`config.mk`:
```
export PLATFORM = sky130hd
export DESIGN_NAME = uart_frame_parser_flat
export DESIGN_NICKNAME = d
export VERILOG_FILES = /design/src/rtl/uart_pkg.sv /design/src/rtl/uart_frame_parser_if.sv /design/src/rtl/frame_buffer.sv /design/src/rtl/uart_frame_parser.sv /design/src/flat_wrapper.sv
export SDC_FILE = /design/constraint.sdc
export NUM_CORES = 1
export LEC_CHECK = 0
export BUFFER_PORTS_ARGS = -buffer_cell sky130_fd_sc_hd__buf_4
export CORE_ASPECT_RATIO = 0.75
export CORE_MARGIN = 5
export CORE_UTILIZATION = 35
export DETAILED_ROUTE_END_ITERATION = 8
export GPL_ROUTABILITY_DRIVEN = 0
export PLACE_DENSITY = 0.49
export SETUP_SLACK_MARGIN = 0.1
export SYNTH_ARGS = -nofsm -noshare
export SYNTH_HDL_FRONTEND = slang
export SYNTH_SLANG_ARGS = --single-unit
export TNS_END_PERCENT = 100
```
`constraint.sdc`:
```
create_clock -name clk -period 5.1 [get_ports clk]
set_input_delay 0 -clock clk [delete_from_list [all_inputs] [get_ports clk]]
set_output_delay 0 -clock clk [all_outputs]
set_load 0.02 [all_outputs]
```
`src/rtl/uart_pkg.sv`:
```
// Shared definitions for the UART frame parser.
//   SYNC_BYTE      : frame start marker
//   parser_state_e : parser FSM states
package uart_pkg;

  localparam logic [7:0] SYNC_BYTE = 8'hA5;

  typedef enum logic [2:0] {
    HUNT    = 3'd0,
    LEN     = 3'd1,
    PAYLOAD = 3'd2,
    CHK     = 3'd3,
    DRAIN   = 3'd4
  } parser_state_e;

endpackage

```
`src/rtl/uart_frame_parser_if.sv`:
```
// Byte-stream bundle around the frame parser.
//   in_*      : byte stream from the UART receiver (valid/ready)
//   out_*     : verified payload stream (valid/ready, last marker)
//   frame_ok  : one-cycle pulse per checksum-verified frame
//   frame_err : one-cycle pulse per dropped frame
//   err_count : saturating dropped-frame count
// master = environment side, slave = parser side.
interface uart_frame_parser_if;

  logic [7:0]  in_data;
  logic        in_valid;
  logic        in_ready;
  logic [7:0]  out_data;
  logic        out_valid;
  logic        out_ready;
  logic        out_last;
  logic        frame_ok;
  logic        frame_err;
  logic [15:0] err_count;

  modport master (
    output in_data, in_valid, out_ready,
    input  in_ready, out_data, out_valid, out_last, frame_ok, frame_err, err_count
  );

  modport slave (
    input  in_data, in_valid, out_ready,
    output in_ready, out_data, out_valid, out_last, frame_ok, frame_err, err_count
  );

endinterface

```
`src/rtl/frame_buffer.sv`:
```
// Payload store: DEPTH x 8 simple dual-port memory.
//   clk       : write clock
//   wr_en     : write strobe
//   wr_addr   : write index
//   wr_data   : write byte
//   rd_addr   : read index (asynchronous read)
//   rd_data_c : byte at rd_addr (combinational)
module frame_buffer #(
  parameter int unsigned DEPTH = 64,
  parameter int unsigned AW    = 7
) (
  input  logic          clk,
  input  logic          wr_en,
  input  logic [AW-1:0] wr_addr,
  input  logic [7:0]    wr_data,
  input  logic [AW-1:0] rd_addr,
  output logic [7:0]    rd_data_c
);

  logic [7:0] mem [DEPTH];

  // Contents are intentionally not reset; a frame is always fully written before it is read.
  always_ff @(posedge clk) begin
    if (wr_en) begin
      mem[wr_addr] <= wr_data;
    end
  end

  assign rd_data_c = mem[rd_addr];

endmodule

```
`src/rtl/uart_frame_parser.sv`:
```
// Frame parser: SYNC, LEN, LEN payload bytes, CHK (XOR of LEN and payload).
// Buffers each frame and releases only checksum-verified payloads downstream.
//   clk : system clock
//   rst : asynchronous active-high reset
//   bus : parser side of uart_frame_parser_if (in/out streams, status pulses, error count)
import uart_pkg::*;

module uart_frame_parser #(
  parameter int unsigned MAX_LEN        = 64,
  parameter int unsigned TIMEOUT_CYCLES = 100000,
  parameter int unsigned LEN_W          = $clog2(MAX_LEN + 1)
) (
  input  logic                clk,
  input  logic                rst,
  uart_frame_parser_if.slave  bus
);

  localparam bit          TO_EN   = (TIMEOUT_CYCLES > 0);
  localparam int unsigned TO_W    = TO_EN ? $clog2(TIMEOUT_CYCLES + 1) : 1;
  localparam int unsigned TO_LAST = TO_EN ? (TIMEOUT_CYCLES - 1) : 0;
  localparam logic [TO_W-1:0] TO_LIMIT  = TO_W'(TO_LAST);
  localparam logic [7:0]      MAX_LEN_B = 8'(MAX_LEN);

  parser_state_e state, state_n;

  logic [LEN_W-1:0] len, len_n;
  logic [LEN_W-1:0] wr_idx, wr_idx_n;
  logic [LEN_W-1:0] rd_idx, rd_idx_n;
  logic [7:0]       chk, chk_n;
  logic [TO_W-1:0]  idle_cnt, idle_n;

  logic        in_ready_q, in_ready_n;
  logic        out_valid_q, out_valid_n;
  logic [7:0]  out_data_q, out_data_n;
  logic        out_last_q, out_last_n;
  logic        frame_ok_q, frame_ok_n;
  logic        frame_err_q, frame_err_n;
  logic [15:0] err_count_q, err_count_n;

  logic             in_acc;
  logic             out_acc;
  logic             timeout_hit;
  logic             wr_en;
  logic [LEN_W-1:0] rd_addr;
  logic [7:0]       rd_data;

  assign in_acc  = bus.in_valid && in_ready_q;
  assign out_acc = out_valid_q && bus.out_ready;

  // Expiry is the cycle that would take the idle count to TIMEOUT_CYCLES; an accepted byte wins.
  assign timeout_hit = TO_EN && (idle_cnt == TO_LIMIT) && !in_acc;

  frame_buffer #(
    .DEPTH (MAX_LEN),
    .AW    (LEN_W)
  ) u_buf (
    .clk       (clk),
    .wr_en     (wr_en),
    .wr_addr   (wr_idx),
    .wr_data   (bus.in_data),
    .rd_addr   (rd_addr),
    .rd_data_c (rd_data)
  );

  // State and output registers.
  always_ff @(posedge clk or posedge rst) begin
    if (rst) begin
      state       <= HUNT;
      len         <= '0;
      wr_idx      <= '0;
      rd_idx      <= '0;
      chk         <= '0;
      idle_cnt    <= '0;
      in_ready_q  <= 1'b1;
      out_valid_q <= 1'b0;
      out_data_q  <= '0;
      out_last_q  <= 1'b0;
      frame_ok_q  <= 1'b0;
      frame_err_q <= 1'b0;
      err_count_q <= '0;
    end else begin
      state       <= state_n;
      len         <= len_n;
      wr_idx      <= wr_idx_n;
      rd_idx      <= rd_idx_n;
      chk         <= chk_n;
      idle_cnt    <= idle_n;
      in_ready_q  <= in_ready_n;
      out_valid_q <= out_valid_n;
      out_data_q  <= out_data_n;
      out_last_q  <= out_last_n;
      frame_ok_q  <= frame_ok_n;
      frame_err_q <= frame_err_n;
      err_count_q <= err_count_n;
    end
  end

  // Next-state, datapath and registered-output decode.
  always_comb begin
    state_n     = state;
    len_n       = len;
    wr_idx_n    = wr_idx;
    rd_idx_n    = rd_idx;
    chk_n       = chk;
    idle_n      = idle_cnt;
    frame_ok_n  = 1'b0;
    frame_err_n = 1'b0;
    wr_en       = 1'b0;
    rd_addr     = rd_idx;
    out_data_n  = out_data_q;
    out_last_n  = out_last_q;

    case (state)
      HUNT: begin
        if (in_acc && (bus.in_data == SYNC_BYTE)) begin
          state_n = LEN;
          idle_n  = '0;
        end
      end

      LEN: begin
        if (in_acc) begin
          idle_n = '0;
          if ((bus.in_data == 8'h00) || (bus.in_data > MAX_LEN_B)) begin
            state_n     = HUNT;
            frame_err_n = 1'b1;
          end else begin
            len_n    = LEN_W'(bus.in_data);
            chk_n    = bus.in_data;
            wr_idx_n = '0;
            state_n  = PAYLOAD;
          end
        end else if (timeout_hit) begin
          state_n     = HUNT;
          frame_err_n = 1'b1;
        end else if (TO_EN) begin
          idle_n = idle_cnt + TO_W'(1);
        end
      end

      PAYLOAD: begin
        if (in_acc) begin
          idle_n   = '0;
          wr_en    = 1'b1;
          chk_n    = chk ^ bus.in_data;
          wr_idx_n = wr_idx + LEN_W'(1);
          if ((wr_idx + LEN_W'(1)) == len) begin
            state_n = CHK;
          end
        end else if (timeout_hit) begin
          state_n     = HUNT;
          frame_err_n = 1'b1;
        end else if (TO_EN) begin
          idle_n = idle_cnt + TO_W'(1);
        end
      end

      CHK: begin
        if (in_acc) begin
          idle_n = '0;
          if (bus.in_data == chk) begin
            frame_ok_n = 1'b1;
            rd_idx_n   = '0;
            rd_addr    = '0;
            out_data_n = rd_data;
            out_last_n = (len == LEN_W'(1));
            state_n    = DRAIN;
          end else begin
            frame_err_n = 1'b1;
            state_n     = HUNT;
          end
        end else if (timeout_hit) begin
          state_n     = HUNT;
          frame_err_n = 1'b1;
        end else if (TO_EN) begin
          idle_n = idle_cnt + TO_W'(1);
        end
      end

      DRAIN: begin
        // Output regs are preloaded from the next index so the presented byte stays stable under stall.
        if (out_acc) begin
          if (out_last_q) begin
            state_n = HUNT;
          end else begin
            rd_idx_n   = rd_idx + LEN_W'(1);
            rd_addr    = rd_idx + LEN_W'(1);
            out_data_n = rd_data;
            out_last_n = ((rd_idx + LEN_W'(1)) == (len - LEN_W'(1)));
          end
        end
      end

      default: begin
        state_n = HUNT;
      end
    endcase

    if (state_n != DRAIN) begin
      out_last_n = 1'b0;
    end

    in_ready_n  = (state_n != DRAIN);
    out_valid_n = (state_n == DRAIN);

    err_count_n = err_count_q;
    if (frame_err_n && (err_count_q != 16'hFFFF)) begin
      err_count_n = err_count_q + 16'd1;
    end
  end

  assign bus.in_ready  = in_ready_q;
  assign bus.out_valid = out_valid_q;
  assign bus.out_data  = out_data_q;
  assign bus.out_last  = out_last_q;
  assign bus.frame_ok  = frame_ok_q;
  assign bus.frame_err = frame_err_q;
  assign bus.err_count = err_count_q;

endmodule

```
`src/flat_wrapper.sv`:
```
// flat-port wrapper written by rule: the top's interface ports become plain ports
module uart_frame_parser_flat 
#(
  parameter int unsigned MAX_LEN        = 64,
  parameter int unsigned TIMEOUT_CYCLES = 100000,
  parameter int unsigned LEN_W          = $clog2(MAX_LEN + 1)
)
  (clk, rst, bus_in_data, bus_in_valid, bus_out_ready, bus_in_ready, bus_out_data, bus_out_valid, bus_out_last, bus_frame_ok, bus_frame_err, bus_err_count);
  uart_frame_parser_if bus_i ();
  input  logic clk;
  input  logic rst;
  input wire logic [$bits(bus_i.in_data)-1:0] bus_in_data;
  input wire logic [$bits(bus_i.in_valid)-1:0] bus_in_valid;
  input wire logic [$bits(bus_i.out_ready)-1:0] bus_out_ready;
  output wire logic [$bits(bus_i.in_ready)-1:0] bus_in_ready;
  output wire logic [$bits(bus_i.out_data)-1:0] bus_out_data;
  output wire logic [$bits(bus_i.out_valid)-1:0] bus_out_valid;
  output wire logic [$bits(bus_i.out_last)-1:0] bus_out_last;
  output wire logic [$bits(bus_i.frame_ok)-1:0] bus_frame_ok;
  output wire logic [$bits(bus_i.frame_err)-1:0] bus_frame_err;
  output wire logic [$bits(bus_i.err_count)-1:0] bus_err_count;
  assign bus_i.in_data = bus_in_data;
  assign bus_i.in_valid = bus_in_valid;
  assign bus_i.out_ready = bus_out_ready;
  assign bus_in_ready = bus_i.in_ready;
  assign bus_out_data = bus_i.out_data;
  assign bus_out_valid = bus_i.out_valid;
  assign bus_out_last = bus_i.out_last;
  assign bus_frame_ok = bus_i.frame_ok;
  assign bus_frame_err = bus_i.frame_err;
  assign bus_err_count = bus_i.err_count;
  uart_frame_parser #(.MAX_LEN(MAX_LEN), .TIMEOUT_CYCLES(TIMEOUT_CYCLES), .LEN_W(LEN_W)) u_core (.clk(clk), .rst(rst), .bus(bus_i));
endmodule
```
==> results of run 1 <==
==> power by group <==
group	switching (mW)	internal (mW)	total (mW)
clock network	1.92	2.89	4.81
logic	0.133	0.0303	0.163
registers	0.00795	5.25	5.26
==> state kept, by name, summed over array words and instances (netlist names) <==
signal                count
u_core.bus.in_ready       1
u_core.bus.out_last       1
u_core.state              3
u_core.chk                8
u_core.idle_cnt          17
u_core.bus.out_data       8
u_core.bus.frame_ok       1
u_core.len                7
u_core.bus.out_valid      1
u_core.wr_idx             7
u_core.rd_idx             7
u_core.u_buf.mem        512
u_core.bus.err_count     16
u_core.bus.frame_err      1
==> metrics by stage <==
step | hold slack [ns] | power, mW | cell area (sq um) | instances
2_1_floorplan | 0.09887 | 5.393 | 25080 | 1921
3_3_place_gp | 0.3454 | 5.521 | 26450 | 2858
3_5_place_dp | 0.3502 | 5.524 | 26450 | 2858
4_1_cts | 0.07731 | 10.31 | 28690 | 2976
5_1_grt | 0.1020 | 10.50 | 28690 | 2976
6_report | 0.1007 | 10.23 | 28690 | 2976
==> area by class of cell <==
class | instances | area share (%)
inverter | 20 | 0.2661
timing repair buffer | 96 | 2.626
clock buffer | 72 | 5.566
clock inverter | 38 | 1.932
multi-input combinational | 1203 | 25.02
tap | 957 | 4.174
sequential | 590 | 60.41
==> kinds of logic (layout without fill, tap and decap cells) <==
group                      Yosys count  after routing  synth area share (%)
AOI/OAI and AO/OA                  350            350                 9.385
DFF                                590            590                 69.09
muxes                               74             74                 3.447
adders and majority gates            6              6                0.2993
xor gates and xnor gates            60             60                 2.380
buffers and inverters              128            226                 2.285
and+or+nand+nor                    713            713                 13.11
==> synth_stat cells (32+ instances only) <==
library cell / n
nor2_1: 122
o21ai_0: 93
a21oi_1: 74
mux2i_1: 41
xnor2_1: 33
a31oi_1: 38
a221oi_1: 32
nand3_1: 116
edfxtp_1: 512
buf_2: 38
nand2_1: 333
dfrtp_1: 77
clkbuf_1: 51
==> worst max-delay path by stage <==
stage | from | endpoint | slack [ns] | cells after the start
after floorplan | u_core.rd_idx[0] | u_core.bus.out_data[4] | 2.40 | 10
after global placement | u_core.rd_idx[0] | u_core.bus.out_data[7] | 0.54 | 10
after detailed placement | u_core.rd_idx[0] | u_core.bus.out_data[7] | 0.45 | 10
after CTS | u_core.rd_idx[0] | u_core.bus.out_data[7] | 0.43 | 10
after global routing | u_core.rd_idx[0] | u_core.bus.out_data[7] | 0.40 | 10
final | u_core.rd_idx[0] | u_core.bus.out_data[7] | 0.62 | 10
==> what timing repair did <==
action	4_1_cts	5_1_grt
hold buffers	8	0
gates resized for setup	0	1
endpoints found under the hold margin	123	0
endpoints found under the setup margin	0	1
==> metal layers <==
layer | global-route usage, % | vias to the layer above
met1 | 29.74 | 8477
met4 | 4.501 | 4
met5 | 0.3704 | -
met2 | 29.15 | 716
met3 | 6.061 | 122
li1 | - | 7311
==> worst max-delay path: cells and delay by family (launching register included) <==
family,cells,cell delay (ns)
AO/OA/AOI/OAI,3,1.00
adder cells (fa/ha/maj),1,0.75
flip-flops,1,0.53
multiplexers,1,0.51
AND/OR/NAND/NOR,5,1.60
==> impl_metrics.tcl, run 1 <==
set metrics [dict create \
    outcome "finished clean" \
    p_leak_nw 10.00 \
    clkTransAtPathRegs_ns 0.07 \
    drive_above_1_share_pct 13.52 \
    antenna_found_initial 1 \
    powerDensity_mw_per_mm2 356.7 \
    synth-seq-cells 590 \
    hp-class "primary input to register" \
    final_common_cell "edfxtp_1" \
    die_area_sq_mm 0.07716 \
    synth_area_leaders "edfxtp_1, dfrtp_1, nand2_1" \
    rows 85 \
    drtIter0Drc 1753 \
    fin_nets 1987 \
    worstSetupEndpointType "register" \
    drtAntennaViolNets 0 \
    grt_pass1_vias 15960 \
    multi_input_area_sq_mm 0.007178 \
    path_class "register to register" \
    period_needed_ns 4.475 \
    insertedDiodeCount 0 \
    timing.final.crit_share_pct 87.75 \
    syn_nets 1939 \
    tns_ns 0 \
    r2r_setup_slack_ns 0.62 \
    grt_pass1_wl_um 115500 \
    grtUsageTotal_pct 20.08 \
    reg2reg_from "u_core.rd_idx[0]" \
    nFillCells 6660 \
    clkLatencyLatePin_ns 0.64 \
    synth_top_area_share_pct 61.31 \
    worstPathArrival_ns 5.01 \
    rsz0062_at_grt "no" \
    totalWireLength_um 80150 \
    ir_drop_mv 0.2529 \
    fmax_mhz 223.5 \
    post-cts-setup-buffer-count 0 \
    min_to "u_core.u_buf.mem[18][3]" \
    grt.overflow.total 0 \
    tritoncts "built" \
    layout_common_cells "edfxtp_1, nand2_1, nor2_1, nand3_1, o21ai_0" \
    critical-path-max-stage-delay_ns 0.75 \
    postSynthAreaPerCell_sq_um 13.06 \
    dp_slack_ns 0.4481 \
    die_w_um 319.1 \
    io_buffers 40 \
    yosysWarningCount 0 \
    area_growth_pct 14.38 \
    dpl.hpwl_um 51710 \
    holdPathStages 2 \
    cp_common_cell "o311ai_1" \
    synth_edf_count 512 \
    drc 0 \
    routed.top_layer "met5" \
    r2r_end "u_core.bus.out_data[7]" \
    async_flop_share_pct 13.22 \
    skew_ns 0.03345 \
    slew_viol_final 0 \
    synth_area_leader_cell "edfxtp_1" \
    ys_seq_area_share_pct 69.09 \
    path_cells "ha_1, and3b_1, nand2_1, mux2i_4, and2_1, a22o_1, nor3_1, o311ai_1, or4b_1, o311ai_1" \
    rr_worst_depth 10 \
    wl_met1_um 36500 \
    critPathRequiredTime_ns 5.64 \
    die_y_um 241.8 \
    synth.cell_area_sq_mm 0.02508 \
    coreArea_sq_mm 0.07136 \
    cts.sinks 590 \
    hold_viol_final 0 \
    syn_inst 1921 \
    dr_wl_met3_um 7790 \
    relSlewSlack_pct 21.53 \
    cp_slowest_cell "ha_1" \
    vias 16630 \
    ios 41 \
    htreeDepth 2 \
    post-route-util_pct 40.20 \
    setup_violations 0 \
    ys_dominant_reg_cell "edfxtp_1" \
    ys_types 89 \
    seq_area_sq_mm 0.01733 \
    start_util_pct 35.14 \
    cts_root_buf "clkbuf_16" \
    maxCapViolCount 0 \
    dr.pass1.iters 6 \
    setup_slack_ns 0.6249 \
    hold_start "bus_in_data[3]" \
    via_per_inst 5.588 \
    cts_buffer_depth 3 \
    grt_max_degree 79 \
    wire_per_inst_um 26.93 \
    cts_inserted_buffers 58 \
    critPathMaxFanout 20 \
    worst_pin_slew_ns 1.173 \
    cp-start-kind "register" \
    dr_wl_met2_um 34140 \
]
Power figures use the tool's default switching activity.
==> inputs of run 2 (changes only) <==
--- a/config.mk
+++ b/config.mk
@@ -5,6 +5,7 @@
 export SDC_FILE = /design/constraint.sdc
 export NUM_CORES = 1
 export LEC_CHECK = 0
+export ABC_AREA = 1
 export BUFFER_PORTS_ARGS = -buffer_cell sky130_fd_sc_hd__buf_4
 export CORE_ASPECT_RATIO = 0.75
 export CORE_MARGIN = 5
==> impl_metrics.tcl, run 2 <==
set metrics [dict create \
    outcome "finished clean" \
    drtAntennaViolNets 0 \
    coreArea_sq_mm 0.07489 \
    worstSetupEndpointType "register" \
    path_class "register to register" \
    critPathMaxFanout 67 \
    cts.sinks 590 \
    slew_viol_final 0 \
    synth-seq-cells 590 \
    synth.cell_area_sq_mm 0.02631 \
    fmax_mhz 242.8 \
    yosysWarningCount 0 \
    die_y_um 247.4 \
    worst_pin_slew_ns 1.281 \
    powerDensity_mw_per_mm2 328.6 \
    drive_above_1_share_pct 6.664 \
    cts_root_buf "clkbuf_16" \
    fin_cells 3590 \
    grt_pass1_wl_um 118400 \
    grt_pass1_vias 17800 \
    r2r_end "u_core.bus.out_data[3]" \
    grtUsageTotal_pct 19.23 \
    dr.pass1.iters 6 \
    fin_nets 2581 \
    grt.overflow.total 0 \
    worstSetupStartpoint "u_core.bus.in_ready" \
    tns_ns 0 \
    skew_ns 0.02316 \
    final_common_cell "nand2_1" \
    die_area_sq_mm 0.08080 \
    cp-start-kind "register" \
    critPathRequiredTime_ns 5.67 \
    tritoncts "built" \
    maxCapViolCount 0 \
    insertedDiodeCount 0 \
    via_per_inst 5.224 \
    cp_slowest_cell "buf_4" \
    synth_most_common_cell "nand2_1" \
    place_area_sq_mm 0.02760 \
    p_leak_nw 11.50 \
    postSynthAreaPerCell_sq_um 10.32 \
    synth_top_area_share_pct 58.44 \
    ys_types 44 \
    synth_common_cells "nand2_1, edfxtp_1, nand3_1, inv_1, nor2_1" \
    area_growth_pct 12.19 \
    dp_cells 3471 \
    largest_reg_flops 512 \
    critical_path.top_delay_family "simple AND/OR/NAND/NOR gates" \
    ir_drop_mv 0.2435 \
    ys_seq_area_share_pct 65.87 \
    r2r_setup_slack_ns 0.98 \
    layout_common_cells "nand2_1, edfxtp_1, nand3_1, inv_1, nor2_1" \
    hp-class "primary input to asynchronous set/reset pin" \
    async_flop_share_pct 13.22 \
    clkTransAtPathRegs_ns 0.07 \
    syn_nets 2568 \
    ios 41 \
    ys_dominant_reg_cell "edfxtp_1" \
    hold_viol_final 0 \
    post-cts-setup-buffer-count 0 \
    power_mw 9.699 \
    reg2reg_from "u_core.bus.in_ready" \
    synth_area_leader_cell "edfxtp_1" \
    drc 0 \
    totalWireLength_um 79100 \
    setup_violations 0 \
    timing.final.crit_share_pct 80.75 \
    relSlewSlack_pct 14.27 \
    period_needed_ns 4.118 \
    cts_inserted_buffers 58 \
    grt_max_degree 169 \
    cp_num_cells 16 \
    worstPathArrival_ns 4.69 \
    rsz0062_at_grt "no" \
    clkLatencyLatePin_ns 0.63 \
    critical-path-max-stage-delay_ns 0.59 \
    synth_edf_count 512 \
    whs_ns 0.2870 \
    dpl.hpwl_um 47890 \
    rr_worst_depth 16 \
    path_cells "nand2_1, nor2_1, nand4_4, buf_4, nand2_8, buf_4, nand2_1, nand2_1, nand2_1, nand3_1, nand3_1, nand3_1, nand3_1, nand2_1, nand2_1, nand2_1" \
    synth_area_leaders "edfxtp_1, nand2_1, nand3_1" \
    wire_per_inst_um 22.03 \
    start_util_pct 35.13 \
    syn_inst 2550 \
    htreeDepth 2 \
    antenna_found_initial 4 \
    die_w_um 326.6 \
    final_area_sq_mm 0.02952 \
    top_register "u_core.u_buf.mem" \
    rows 87 \
    crit_buf_inv 2 \
    cts_buffer_depth 3 \
    cp_common_cell "nand2_1" \
    drtIter0Drc 2048 \
    vias 18750 \
    io_buffers 40 \
]
run 2: cell count changes after synthesis, moves of 22 or more:
cell / change
nand2_1: +414
nand3_1: +368
inv_1: +189
nand3b_1: +81
a21oi_1: -59
o21ai_0: -53
mux2i_1: -41
buf_2: +39
a31oi_1: -34
a221oi_1: -32
mux2_2: -25
xnor2_1: -22
run 2: how the worst max path moves through the flow:
stage                              end  slack [ns]
2_1_floorplan  u_core.u_buf.mem[16][0]        2.65
3_3_place_gp    u_core.bus.out_data[3]        1.08
3_5_place_dp    u_core.bus.out_data[3]        1.04
4_1_cts         u_core.bus.out_data[3]        1.04
5_1_grt         u_core.bus.out_data[3]        0.76
6_report        u_core.bus.out_data[3]        0.98
run 2: through the flow:
stage	utilization, %	worst slack, ns
5_1_grt	39.41	0.7556
2_1_floorplan	-	2.654
3_3_place_gp	36.85	1.078
6_report	39.41	0.9815
4_1_cts	39.41	1.038
3_5_place_dp	36.85	1.044
run 2: layer usage:
metal / share of wire, % / global-route usage (%) / routed length (um)
met1: 48 / 29.19 / 37690
met2: 42 / 27.68 / 32910
met4: 1.9 / 4.379 / 1528
met3: 8.8 / 4.863 / 6941
met5: 0.042 / 0 / 33
run 2: repair_timing:
action                                 CTS  global route
endpoints found under the hold margin  108             0
setup endpoints to repair                0             0
hold buffers                            11             0
gates resized for setup                  0             0
run 2: cell type report:
class                           instances  area (sq um)
Sequential cell                       590         17330
Timing Repair Buffer                   85         740.7
Multi-Input combinational cell       1616          7614
Clock buffer                           77          1564
Clock inverter                         31         246.5
Fill cell                            7348         45380
Inverter                              212         798.3
Tap cell                              979          1225
run 2: cell families (layout without fill, tap and decap cells):
group,count (synthesis),after routing,share of synthesized area [%]
compound gates,89,89,1.988
xor+xnor,38,38,1.336
fa+ha+maj,6,6,0.2854
buf+inv,344,405,5.346
flops,590,590,65.87
simple gates,1483,1483,25.18
run 2: where the power goes:
| part | total (mW) | internal, mW | switching (mW) |
|---|---|---|---|
| Combinational | 0.196 | 0.0374 | 0.159 |
| Sequential | 5.28 | 5.27 | 0.0178 |
| Clock | 4.22 | 2.35 | 1.87 |
| Total | 9.70 | 7.65 | 2.05 |
run 2: worst reg2reg max path: stages (launching register included):
cell and delay, ns:
dfstp_2 0.54, nand2_1 0.11, nor2_1 0.25, nand4_4 0.49, buf_4 0.47, nand2_8 0.39, buf_4 0.68, nand2_1 0.20
nand2_1 0.10, nand2_1 0.05, nand3_1 0.11, nand3_1 0.24, nand3_1 0.16, nand3_1 0.07, nand2_1 0.10, nand2_1 0.05
nand2_1 0.07
==> inputs of run 3 (changes only) <==
--- a/config.mk
+++ b/config.mk
@@ -5,7 +5,7 @@
 export SDC_FILE = /design/constraint.sdc
 export NUM_CORES = 1
 export LEC_CHECK = 0
-export ABC_AREA = 1
+export ABC_AREA = 0
 export BUFFER_PORTS_ARGS = -buffer_cell sky130_fd_sc_hd__buf_4
 export CORE_ASPECT_RATIO = 0.75
 export CORE_MARGIN = 5
==> constraint.sdc (replaced) <==
create_clock -name clk -period 4.1 [get_ports clk]
set_input_delay 0 -clock clk [delete_from_list [all_inputs] [get_ports clk]]
set_output_delay 0 -clock clk [all_outputs]
set_load 0.02 [all_outputs]
==> impl_metrics.tcl, run 3 (synthesis gave the netlist of run 1 again) <==
set metrics [dict create \
    hold_viol_final 0 \
    ir_drop_mv 0.3270 \
    area_growth_pct 15.77 \
    dpl.hpwl_um 52400 \
    grtUsageTotal_pct 20.11 \
    coreArea_sq_mm 0.07136 \
    crit_buf_inv 0 \
    final_common_cell "edfxtp_1" \
    relSlewSlack_pct 29.36 \
    outcome "finished clean" \
    cts_inserted_buffers 59 \
    ios 41 \
    period_needed_ns 3.862 \
    die_w_um 319.1 \
    worstSetupEndpointType "register" \
    die_y_um 241.8 \
    grt_pass1_vias 16160 \
    worst_pin_slew_ns 1.054 \
    cts.sinks 590 \
    die_area_sq_mm 0.07716 \
    power_mw 12.72 \
    critical_path.top_delay_family "simple AND/OR/NAND/NOR gates" \
    cp_slowest_cell "dfrtp_1" \
    clkLatencyLatePin_ns 0.63 \
    path_class "register to register" \
    totalWireLength_um 79850 \
    timing.final.crit_share_pct 94.19 \
    nFillCells 6619 \
    start_util_pct 35.14 \
    grt_pass1_wl_um 116100 \
    layout_common_cells "edfxtp_1, nand2_1, nor2_1, buf_4, nand3_1" \
    largest_reg_flops 512 \
    drtAntennaViolNets 0 \
    io_buffers 40 \
    cts_buffer_depth 3 \
    powerDensity_mw_per_mm2 438.0 \
    rows 85 \
    antenna_found_initial 5 \
    dp_slack_ns 0.1407 \
    grt_max_degree 70 \
    critical-path-max-stage-delay_ns 0.70 \
    fin_cells 3018 \
    setup_slack_ns 0.2382 \
    tns_ns 0 \
    cp-start-kind "register" \
    path_cells "nand2b_2, nor3_4, a22o_2, and2_1, a221oi_1, o311ai_1, or4b_1, o311ai_1" \
    tritoncts "built" \
    cts_root_buf "clkbuf_16" \
    critPathMaxFanout 16 \
    top_register "u_core.u_buf.mem" \
    wire_per_inst_um 26.46 \
    via_per_inst 5.547 \
    fmax_mhz 258.9 \
    setup_violations 0 \
    critPathRequiredTime_ns 4.61 \
    dp_cells 2889 \
    worstPathArrival_ns 4.37 \
    drtIter0Drc 1990 \
    skew_ns 0.01607 \
    cp_common_cell "o311ai_1" \
    p_leak_nw 10.23 \
    htreeDepth 2 \
    clkTransAtPathRegs_ns 0.07 \
    rsz0062_at_grt "no" \
    grt.overflow.total 0 \
    dr.pass1.iters 5 \
    slew_viol_final 0 \
    hp-class "primary input to asynchronous set/reset pin" \
    maxCapViolCount 0 \
    vias 16740 \
    fin_nets 2024 \
    drc 0 \
    drive_above_1_share_pct 15.12 \
]
-- run 3: path summary, 6_finish.rpt --
kind,from,to,slack [ns],depth (start not counted)
hold reg to reg,u_core.idle_cnt[4],u_core.idle_cnt[4],0.50,1
hold / removal,rst,u_core.idle_cnt[10],0.02,3
max in group asynchronous,rst,u_core.rd_idx[0],2.98,4
setup / recovery,u_core.state[2],u_core.bus.out_data[7],0.24,8
setup reg to reg,u_core.state[2],u_core.bus.out_data[7],0.24,8
min in group clk,bus_in_data[4],u_core.state[1],0.04,5
-- run 3: through the flow --
stage	util [%]	hold slack [ns]	area, sq um
after floorplan	-	0.09887	25080
after global placement	37.48	0.1171	26750
after detailed placement	37.48	0.1250	26750
after CTS	40.60	0.006544	28970
after global routing	40.67	0.03195	29020
final	40.69	0.02081	29030
-- run 3: report_power, final --
| part | internal, mW | switching, mW |
|---|---|---|
| registers | 6.53 | 0.00958 |
| clock network | 3.59 | 2.39 |
| logic | 0.0365 | 0.163 |
| total | 10.2 | 2.56 |
-- run 3: per-layer routing --
metal / up-vias / track usage (%) / wire length, um
met1: 8473 / 30.90 / 36990
met2: 763 / 28.33 / 33330
met4: 4 / 4.501 / 1619
met3: 102 / 5.559 / 7890
met5: - / 0 / 27
li1: 7398 / - / -
-- run 3: final cells by class --
| type | count | area (sq um) | area share, % |
|---|---|---|---|
| clock buffer | 77 | 1647 | 5.671 |
| inverter | 20 | 76.32 | 0.2629 |
| tap | 957 | 1197 | 4.124 |
| multi-input combinational | 1203 | 7192 | 24.77 |
| clock inverter | 35 | 496.7 | 1.711 |
| sequential | 590 | 17330 | 59.69 |
| timing repair buffer | 132 | 1086 | 3.741 |
| antenna | 4 | 10.01 | 0.03448 |
-- run 3: worst reg2reg max path: cells and delay by family, from the launching register on --
family	cells	cell delay (ns)
AOI/OAI and AO/OA	4	1.36
and+or+nand+nor	4	1.69
DFF	1	0.70
-- run 3: timing repair --
action	in CTS	in global routing
hold buffers	8	0
endpoints found under the setup margin	0	3
buffers inserted	0	5
endpoints found under the hold margin	92	0
resized for setup	0	3
